<file path="src/rtl/alu_arbiter.sv">
// Round-robin arbiter that lets two requesters share one external ALU through an IDLE/SETUP/EXEC/DONE sequence.
// Optional feature: define ALU_ARB_PER_REQ_CARRY_EN to give each requester its own stored carry.
module alu_arbiter #(
  parameter int WIDTH = 16
) (
  input  logic             clk,
  input  logic             reset,
  input  logic             req_a,
  input  logic             req_b,
  input  logic [2:0]       op_a,
  input  logic [2:0]       op_b,
  input  logic [WIDTH-1:0] opnd1_a,
  input  logic [WIDTH-1:0] opnd2_a,
  input  logic [WIDTH-1:0] opnd1_b,
  input  logic [WIDTH-1:0] opnd2_b,
  output logic             done_a,
  output logic             done_b,
  output logic [WIDTH-1:0] result,
  output logic             carry_flag,
  output logic             zero_flag,
  output logic             busy,
  output logic [WIDTH-1:0] alu_in_1,
  output logic [WIDTH-1:0] alu_in_2,
  output logic [2:0]       alu_select,
  output logic             alu_enable,
  output logic             alu_carry_in,
  input  logic [WIDTH-1:0] alu_data,
  input  logic             alu_carry_out,
  input  logic             alu_zero,
  output logic [1:0]       state_dbg
);

  // Requester handshake: req is held high until its done pulse; operands and op
  // are only sampled on the grant edge, so later changes on the inputs are ignored.
  typedef enum logic [1:0] {
    IDLE  = 2'd0,
    SETUP = 2'd1,
    EXEC  = 2'd2,
    DONE  = 2'd3
  } state_t;

  state_t           state_q;
  state_t           state_d;
  logic             take_a;
  logic             take_b;
  logic             owner_b_q;
  logic             prio_b_q;
  logic [2:0]       op_q;
  logic [WIDTH-1:0] opnd1_q;
  logic [WIDTH-1:0] opnd2_q;
  logic             op_sets_carry;
  logic             stored_carry;
  logic             active;

`ifdef ALU_ARB_PER_REQ_CARRY_EN
  logic carry_a_q;
  logic carry_b_q;
`endif

  always_comb begin
    state_d = state_q;
    take_a  = 1'b0;
    take_b  = 1'b0;
    case (state_q)
      IDLE: begin
        if (req_a && (!req_b || !prio_b_q)) begin
          take_a = 1'b1;
        end else if (req_b) begin
          take_b = 1'b1;
        end
        if (take_a || take_b) begin
          state_d = SETUP;
        end
      end
      SETUP:   state_d = EXEC;
      EXEC:    state_d = DONE;
      DONE:    state_d = IDLE;
      default: state_d = IDLE;
    endcase
  end

  // add-with-carry, sub, inc and dec (codes 0,1,6,7) are the only carry producers
  assign op_sets_carry = (op_q[2] == op_q[1]);

`ifdef ALU_ARB_PER_REQ_CARRY_EN
  assign stored_carry = owner_b_q ? carry_b_q : carry_a_q;
`else
  assign stored_carry = carry_flag;
`endif

  always_ff @(posedge clk) begin
    if (reset) begin
      state_q    <= IDLE;
      owner_b_q  <= 1'b0;
      prio_b_q   <= 1'b0;
      op_q       <= 3'd0;
      opnd1_q    <= '0;
      opnd2_q    <= '0;
      result     <= '0;
      carry_flag <= 1'b0;
      zero_flag  <= 1'b0;
`ifdef ALU_ARB_PER_REQ_CARRY_EN
      carry_a_q  <= 1'b0;
      carry_b_q  <= 1'b0;
`endif
    end else begin
      state_q <= state_d;
      if (take_a) begin
        owner_b_q <= 1'b0;
        prio_b_q  <= 1'b1;
        op_q      <= op_a;
        opnd1_q   <= opnd1_a;
        opnd2_q   <= opnd2_a;
      end else if (take_b) begin
        owner_b_q <= 1'b1;
        prio_b_q  <= 1'b0;
        op_q      <= op_b;
        opnd1_q   <= opnd1_b;
        opnd2_q   <= opnd2_b;
      end
      // ALU outputs are only trusted while alu_enable is high, i.e. in EXEC
      if (state_q == EXEC) begin
        result    <= alu_data;
        zero_flag <= alu_zero;
`ifdef ALU_ARB_PER_REQ_CARRY_EN
        if (op_sets_carry) begin
          carry_flag <= alu_carry_out;
          if (owner_b_q) begin
            carry_b_q <= alu_carry_out;
          end else begin
            carry_a_q <= alu_carry_out;
          end
        end else begin
          carry_flag <= stored_carry;
        end
`else
        if (op_sets_carry) begin
          carry_flag <= alu_carry_out;
        end
`endif
      end
    end
  end

  assign active       = (state_q != IDLE);
  assign busy         = active;
  assign alu_enable   = (state_q == EXEC);
  assign alu_in_1     = active ? opnd1_q : '0;
  assign alu_in_2     = active ? opnd2_q : '0;
  assign alu_select   = active ? op_q : 3'd0;
  assign alu_carry_in = active && (op_q == 3'd0) && stored_carry;
  assign done_a       = (state_q == DONE) && !owner_b_q;
  assign done_b       = (state_q == DONE) && owner_b_q;
  assign state_dbg    = state_q;

endmodule

</file>
<file path="config.mk">
export PLATFORM = sky130hd
export DESIGN_NAME = alu_arbiter
export DESIGN_NICKNAME = d
export VERILOG_FILES = /design/src/rtl/alu_arbiter.sv
export SDC_FILE = /design/constraint.sdc
export NUM_CORES = 1
export LEC_CHECK = 0
export CELL_PAD_IN_SITES_DETAIL_PLACEMENT = 1
export CELL_PAD_IN_SITES_GLOBAL_PLACEMENT = 1
export CORE_AREA = 5 5 89 153
export CTS_CLUSTER_DIAMETER = 50
export CTS_CLUSTER_SIZE = 12
export DETAILED_ROUTE_END_ITERATION = 10
export DIE_AREA = 0 0 94 158
export PLACE_DENSITY = 0.7
export SYNTH_ARGS = -nofsm -noshare
export SYNTH_HDL_FRONTEND = slang
export SYNTH_SLANG_ARGS = --single-unit
export TNS_END_PERCENT = 50
</file>
<file path="constraint.sdc">
create_clock -name clk -period 3.7 [get_ports clk]
set_clock_uncertainty 0.05 [all_clocks]
set_input_delay 0.555 -clock clk [delete_from_list [all_inputs] [get_ports clk]]
set_output_delay 0.555 -clock clk [all_outputs]
set_load 0.05 [all_outputs]
</file>
* Word-level counts from Yosys, hierarchy flattened
Cells that the tools add are included.
** Operators by class
- Magnitude comparators :: 0
- Bitwise gates (word level) :: 0
- Multiply operators :: 0
- Shift-type cells :: 0
- Reduce and logical (&&, ||, !) cells :: 16
- $add $sub $neg :: 0
- Eq/ne operators :: 5
- Muxes and demuxes :: 20
- Divide/modulo/power cells :: 0
** Operators by type and width (number)
- $mux W16 :: 6
- $mux W1 :: 9
- $mux W3 :: 3
- $pmux W2 S4 :: 1
- $logic_and A1 B1 Y1 :: 5
- $eq A2 B2 Y1 const B :: 2
- $reduce_bool A2 Y1 :: 2
- $logic_not A1 Y1 :: 3
- $logic_not A3 Y1 :: 1
- $eq A2 B1 Y1 const B :: 1
- $logic_not A2 Y1 :: 1
- $logic_or A1 B1 Y1 :: 2
- $mux W2 :: 1
- $ne A2 B2 Y1 const B :: 1
- $reduce_and A2 Y1 :: 1
- $reduce_or A2 Y1 :: 1
- $eq A1 B1 Y1 :: 1
** Word-level totals
- Logic and storage cells :: 50
- Bits in latches :: 0
- Register bits :: 57
- Input bits :: 92
- Output and inout bits :: 60
- Memories :: 0
- Memory bits (writable) :: 0
- ROM bits :: 0

* Depth between registers and ports, before layout
Gate-level depths: netlist of the first run.
- Depth in word-level cells :: 8
- Depth in mapped cells :: 8
- Depth with buffers taken out :: 5

* Worst setup path before layout of the first run
OpenSTA, ideal clock, no wires.
- Path type :: reg-to-output
- From :: register state_q[0], in the netlist state_dbg[0]
- To :: output port alu_in_2[10]
- Cell stages (with the launch flop) :: 6
- Slack :: 0.916 ns
- Path buffers :: 2
- Arrival :: 2.179 ns
- Path through :: dfxtp_1 > inv_1 > ha_1 > clkbuf_1 > clkbuf_1 > nor2b_1
** On the way
- Longest elaborated chain between the ends :: 2
** RTL lines
- start, declared :: RTL line 42 : state_t state_q;
- start signal, assigned :: RTL line 107 : state_q <= state_d;
- $reduce_bool A2 Y1 :: RTL line 145 : assign active = (state_q != IDLE);
- $mux W16 :: RTL line 149 : assign alu_in_2 = active ? opnd2_q : '0;
- end, declared :: RTL line 23 : output logic [WIDTH-1:0] alu_in_2,
No other way between the ends.

* Final worst setup path of the first run
- From :: register state_q[0], in the netlist state_dbg[0]
- To :: output port alu_in_2[7]
Same word-level chain as after synthesis.

==> results.yml, run 1 <==
cells_and_area:
  instances_no_fill: 631
  antennaDiodeCount: 0
  fin_nets: 557
  design_area_mm2: 0.00482
  syn2layout_area_growth_pct: 62.2
  final_common_cell: "clkdlybuf4s50_1"
  final_util: 0.392
  drive_above_1_share: 0.114
  fillers: 1441
  final_cell_mix: "clkdlybuf4s50_1, dfxtp_1, inv_1, nor2b_1, a22oi_1"
route:
  drtIter0Drc: 99
  vias: 2909
  wl_per_cell_um: 17.1
  ant_nets: 0
  drt-pass1-iter-count: 6
  via_per_inst: 4.61
  post-route-drc-count: 0
  wirelength_um: 10800
placement:
  dp_hpwl_um: 7840
  place_congestion: 0.771
  place_area_mm2: 0.00456
  dp.cells: 619
  preCtsSetupSlack_ns: 1.01
  numPortBuffers: 151
global_routing:
  track_usage: 0.146
  first_global_vias: 3234
  grt_max_degree: 43
  grt_pass1_wl_um: 16900
  grt-ovfl-total: 0
  grt_antenna_before_repair: 0
clocking:
  cts_setup_buffers: 0
  cts.htree.levels: 3
  cts_tree: "yes"
  cts_resized: 0
  cts_sinks: 57
  clock_latency_ns: 0.32
  cts-root-buf: "clkbuf_16"
  hold_buffers: 0
  cts_buffer_depth: 2
  path_clk_slew_ns: 0.05
  cts_buffers: 9
power_and_ir_drop:
  p_leak_nw: 1.83
  total_power_mw: 3.66
  p_per_area_mw_per_mm2: 759
  ir_drop_v: 0.000415
synthesis:
  ys_seq_area_frac: 0.384
  yosys.area_share.adder: 0.0126
  syn_area_mm2: 0.00297
  yosys.area_share.simple: 0.172
  synth_mux_area_frac: 0.0572
  avgSynthCellArea_um2: 9.12
  synth-seq-cells: 57
  synth_cells: 326
  synth_top_family_by_area: "compound AO/OA/AOI/OAI gates"
  synth_xor_area_frac: 0.00295
  synth.distinct_cells: 27
  synth_warnings: 0
  synth_compound_area_frac: 0.267
  synth_nets: 421
worst_setup_path:
  worstSetupPathType: "reg2out"
  reg2reg_from: "state_dbg[0]$_SDFFE_PP0P_"
  reg2regPathDepth: 5
  worstPathMaxFanout: 22
  cp.arrival_ns: 2.40
  cp-start-kind: "register"
  end_kind: "output pin"
  regToRegSetupSlack_ns: 1.17
  crit_required_ns: 3.09
  regToRegEndpoint: "opnd1_q[3]$_SDFFE_PP0P_"
floorplan:
  core_area_mm2: 0.0123
  num_rows: 54
  boundaryPins: 152
  initial_core_util: 0.242
  die_w_um: 94
  design.die.area_mm2: 0.0149
  die_h_um: 158
sta:
  rsz0062_at_grt: "no"
  fin_tns_setup_ns: 0
  final.period_utilization: 0.811
  fmax_ghz: 0.333
  finalMaxSlewViolations: 0
  relSlewSlack: 0.352
  tightest_slew_ns: 0.972
  holdWs_ns: 0.442
  timing.final.hold_violations: 0
  worst_slack_ns: 0.698
  setup_viol: 0
  fin_crit_ns: 3.00
min_path:
  min_path_type: "reg2reg"
  min_to: "result[14]$_SDFFE_PP0P_"
  holdCritStartpoint: "result[14]$_SDFFE_PP0P_"
  min_path_cells: 2
status:
  status: "completed"
flow_run:
  drv_cap: 0
## per-layer routing
metal  global-route usage  wire length [um]  up-vias
li1                     -                 -     1401
met1                0.154              4020     1395
met2                0.267              5860       95
met3               0.0304               602       18
met4               0.0758               328        0
met5                    0                 0        -
## synth_stat cells
cell / number / share of area
buf_1: 1 / 0.0013
clkbuf_1: 15 / 0.019
a21oi_1: 1 / 0.0017
a21boi_0: 1 / 0.0025
a211oi_1: 1 / 0.0025
and2_4: 2 / 0.0059
nor3_1: 3 / 0.0050
nor2_1: 20 / 0.025
a221oi_2: 28 / 0.14
and3_1: 3 / 0.0063
dfxtp_1: 57 / 0.38
mux2i_1: 17 / 0.057
o31ai_1: 1 / 0.0025
inv_1: 38 / 0.048
or4_1: 1 / 0.0025
buf_2: 10 / 0.017
nand2_2: 2 / 0.0042
o21ba_2: 1 / 0.0034
xnor2_1: 1 / 0.0029
buf_6: 5 / 0.019
a22oi_1: 35 / 0.088
nor2b_1: 36 / 0.076
nand2_1: 34 / 0.043
ha_1: 3 / 0.013
a221oi_1: 7 / 0.021
a211oi_2: 1 / 0.0042
and2_1: 2 / 0.0042
## cell type report
type,count,area (um^2),share of cell area
repair buffers,156,1540,0.320
clock buffers,11,253,0.0524
well taps,168,210,0.0436
flip-flops and latches,57,1140,0.237
multi-input cells,200,1530,0.316
clock inverters,1,5.00,0.00104
inverters,38,143,0.0296
## kinds of logic after synthesis
group | count (synthesis)
AOI/OAI and AO/OA | 76
and+or+nand+nor | 103
DFF | 57
buffers and inverters | 69
xor gates and xnor gates | 1
muxes | 17
adders and majority gates | 3
## critical path, cell delays in order (launching register included)
cell and delay (ns):
dfxtp_1 0.39, inv_1 0.10, ha_2 0.34, buf_4 0.28, nor2b_1 0.15, clkdlybuf4s50_1 0.82
## power breakdown
group | internal (mW) | total (mW) | switching (mW) | leakage (nW)
clock network | 0.471 | 0.732 | 0.261 | 0.129
logic | 0.739 | 2.02 | 1.28 | 1.23
registers | 0.795 | 0.904 | 0.109 | 0.470
total | 2.01 | 3.66 | 1.65 | 1.83
## sequential cells by signal (all words and copies together) (netlist names), 2 cells and up
signal	cells
opnd1_q	16
opnd2_q	16
result	16
op_q	3
state_dbg	2
## worst max-delay path by stage
stage	end	slack, ns	depth (start not counted)	from
final	alu_in_2[7]	0.70	5	state_dbg[0]$_SDFFE_PP0P_
after global routing	alu_in_2[7]	0.55	5	state_dbg[0]$_SDFFE_PP0P_
after CTS	alu_select[1]	0.66	5	state_dbg[0]$_SDFFE_PP0P_
after detailed placement	alu_select[1]	1.01	5	state_dbg[0]$_SDFFE_PP0P_
after global placement	alu_in_2[7]	1.08	5	state_dbg[0]$_SDFFE_PP0P_
after floorplan	alu_in_2[10]	0.92	5	state_dbg[0]$_SDFFE_PP0P_
Note: power is estimated with default switching activity, not from simulation.
==> inputs of run 2 (changes only) <==
clock period = 2.95 ns   (was 3.7 ns; I/O delays follow)
==> results.yml, run 2 (synthesis results as in run 1) <==
route:
  drtIter0Drc: 92
  wirelength_um: 11100
  vias: 2970
  drt-pass1-iter-count: 5
  ant_nets: 0
  wl_per_cell_um: 17.4
  post-route-drc-count: 0
  via_per_inst: 4.66
sta:
  worst_slack_ns: 0.129
  rsz0062_at_grt: "no"
  fmax_ghz: 0.354
  fin_crit_ns: 2.82
  relSlewSlack: 0.521
  tightest_slew_ns: 0.716
  timing.final.hold_violations: 0
  holdWs_ns: 0.447
  setup_viol: 0
  final.period_utilization: 0.956
  fin_tns_setup_ns: 0
  finalMaxSlewViolations: 0
global_routing:
  grt_pass1_wl_um: 17300
  grt_max_degree: 37
  first_global_vias: 3404
  track_usage: 0.151
  grt_antenna_before_repair: 0
  grt-ovfl-total: 0
placement:
  place_congestion: 0.808
  dp_hpwl_um: 8220
  numPortBuffers: 151
  dp.cells: 622
  preCtsSetupSlack_ns: 0.482
cells_and_area:
  final_common_cell: "clkdlybuf4s50_1"
  antennaDiodeCount: 0
  final_cell_mix: "clkdlybuf4s50_1, dfxtp_1, inv_1, nor2b_1, a22oi_1"
  top_regs: "opnd1_q: 16 flops, opnd2_q: 16 flops, result: 16 flops"
  fin_nets: 560
  fillers: 1419
  instances_no_fill: 637
  drive_above_1_share: 0.122
  syn2layout_area_growth_pct: 63.5
min_path:
  min_path_cells: 2
  min_path_type: "reg2reg"
floorplan:
  design.die.area_mm2: 0.0149
  die_w_um: 94
  core_area_mm2: 0.0123
  boundaryPins: 152
  num_rows: 54
  die_h_um: 158
  initial_core_util: 0.242
power_and_ir_drop:
  power_switching_mw: 2.09
  p_seq_frac: 0.244
  power_frac_comb: 0.558
  p_per_area_mw_per_mm2: 957
  swShare: 0.450
  ir_drop_v: 0.000505
  p_leak_nw: 1.85
  internal_power_mw: 2.56
  clkPwrFrac: 0.198
worst_setup_path:
  path_buf_inv: 3
  end_kind: "output pin"
  worstPathMaxFanout: 28
  slowest_stage: "clkdlybuf4s50_1"
  worstPathCellList: "inv_1 > ha_2 > buf_12 > nor2b_1 > clkdlybuf4s50_1"
  slowest_delay_ns: 0.83
  reg2regPathDepth: 7
  critPathTopFamily: "buffers and inverters"
  crit_cells: 5
  worstSetupPathType: "reg2out"
  crit_required_ns: 2.46
  cp-start-kind: "register"
  cp.arrival_ns: 2.33
clocking:
  cts_setup_buffers: 0
  cts_tree: "yes"
  cts.htree.levels: 3
  cts_resized: 0
  cts_buffers: 9
  path_clk_slew_ns: 0.05
  cts_sinks: 57
  hold_buffers: 0
  cts_buffer_depth: 2
  cts-root-buf: "clkbuf_16"
  clock_latency_ns: 0.32
flow_run:
  drv_cap: 0
status:
  status: "completed"
[run 2: worst reg2reg max path, cell delays in order (launching register included)]
cell and delay, ns:
dfxtp_1 0.34, inv_1 0.11, ha_2 0.41, buf_12 0.23, and2_4 0.18, buf_4 0.35
a22oi_1 0.20, a221oi_2 0.28
[run 2: cell type report]
type                            count  area (um^2)  area share
Clock buffer                       15          258      0.0530
Inverter                           38          143      0.0293
Timing Repair Buffer              159         1580       0.326
Tap cell                          168          210      0.0432
Multi-Input combinational cell    200         1530       0.314
Sequential cell                    57         1140       0.235
[run 2: path summary, 6_finish.rpt]
path,from,endpoint,slack [ns]
max,state_dbg[0]$_SDFFE_PP0P_,alu_in_1[1],0.13
min,result[2]$_SDFFE_PP0P_,result[2]$_SDFFE_PP0P_,0.45
max reg2reg,state_dbg[0]$_SDFFE_PP0P_,opnd1_q[14]$_SDFFE_PP0P_,0.69
min reg2reg,result[2]$_SDFFE_PP0P_,result[2]$_SDFFE_PP0P_,0.45
[run 2: metal layers]
layer | track usage | vias to the layer above | wire length (um)
met3 | 0.0452 | 10 | 639
met4 | 0.0530 | 0 | 175
li1 | - | 1408 | -
met2 | 0.290 | 90 | 6270
met5 | 0 | - | 0
met1 | 0.149 | 1462 | 4010
[run 2: per-stage QoR]
step,util,power [mW],instance area [um^2]
final,0.395,4.65,4860
after global placement,0.374,3.71,4600
after global routing,0.395,4.91,4860
after CTS,0.395,4.73,4860
after detailed placement,0.374,3.78,4600
after floorplan,-,2.95,2970
[run 2: power groups by stage]
stage,sequential [mW],combinational [mW],clock (mW)
global placement,1.14,2.58,0
finish,1.14,2.60,0.919
global route,1.15,2.77,0.989
floorplan,1.30,1.65,0
CTS,1.13,2.64,0.953
detailed placement,1.14,2.63,0
==> inputs of run 3 (changes only) <==
GPL_ROUTABILITY_DRIVEN = 1   (was default)
==> results of run 3 <==
Final layout, timing and power as in run 2 (identical DEF).
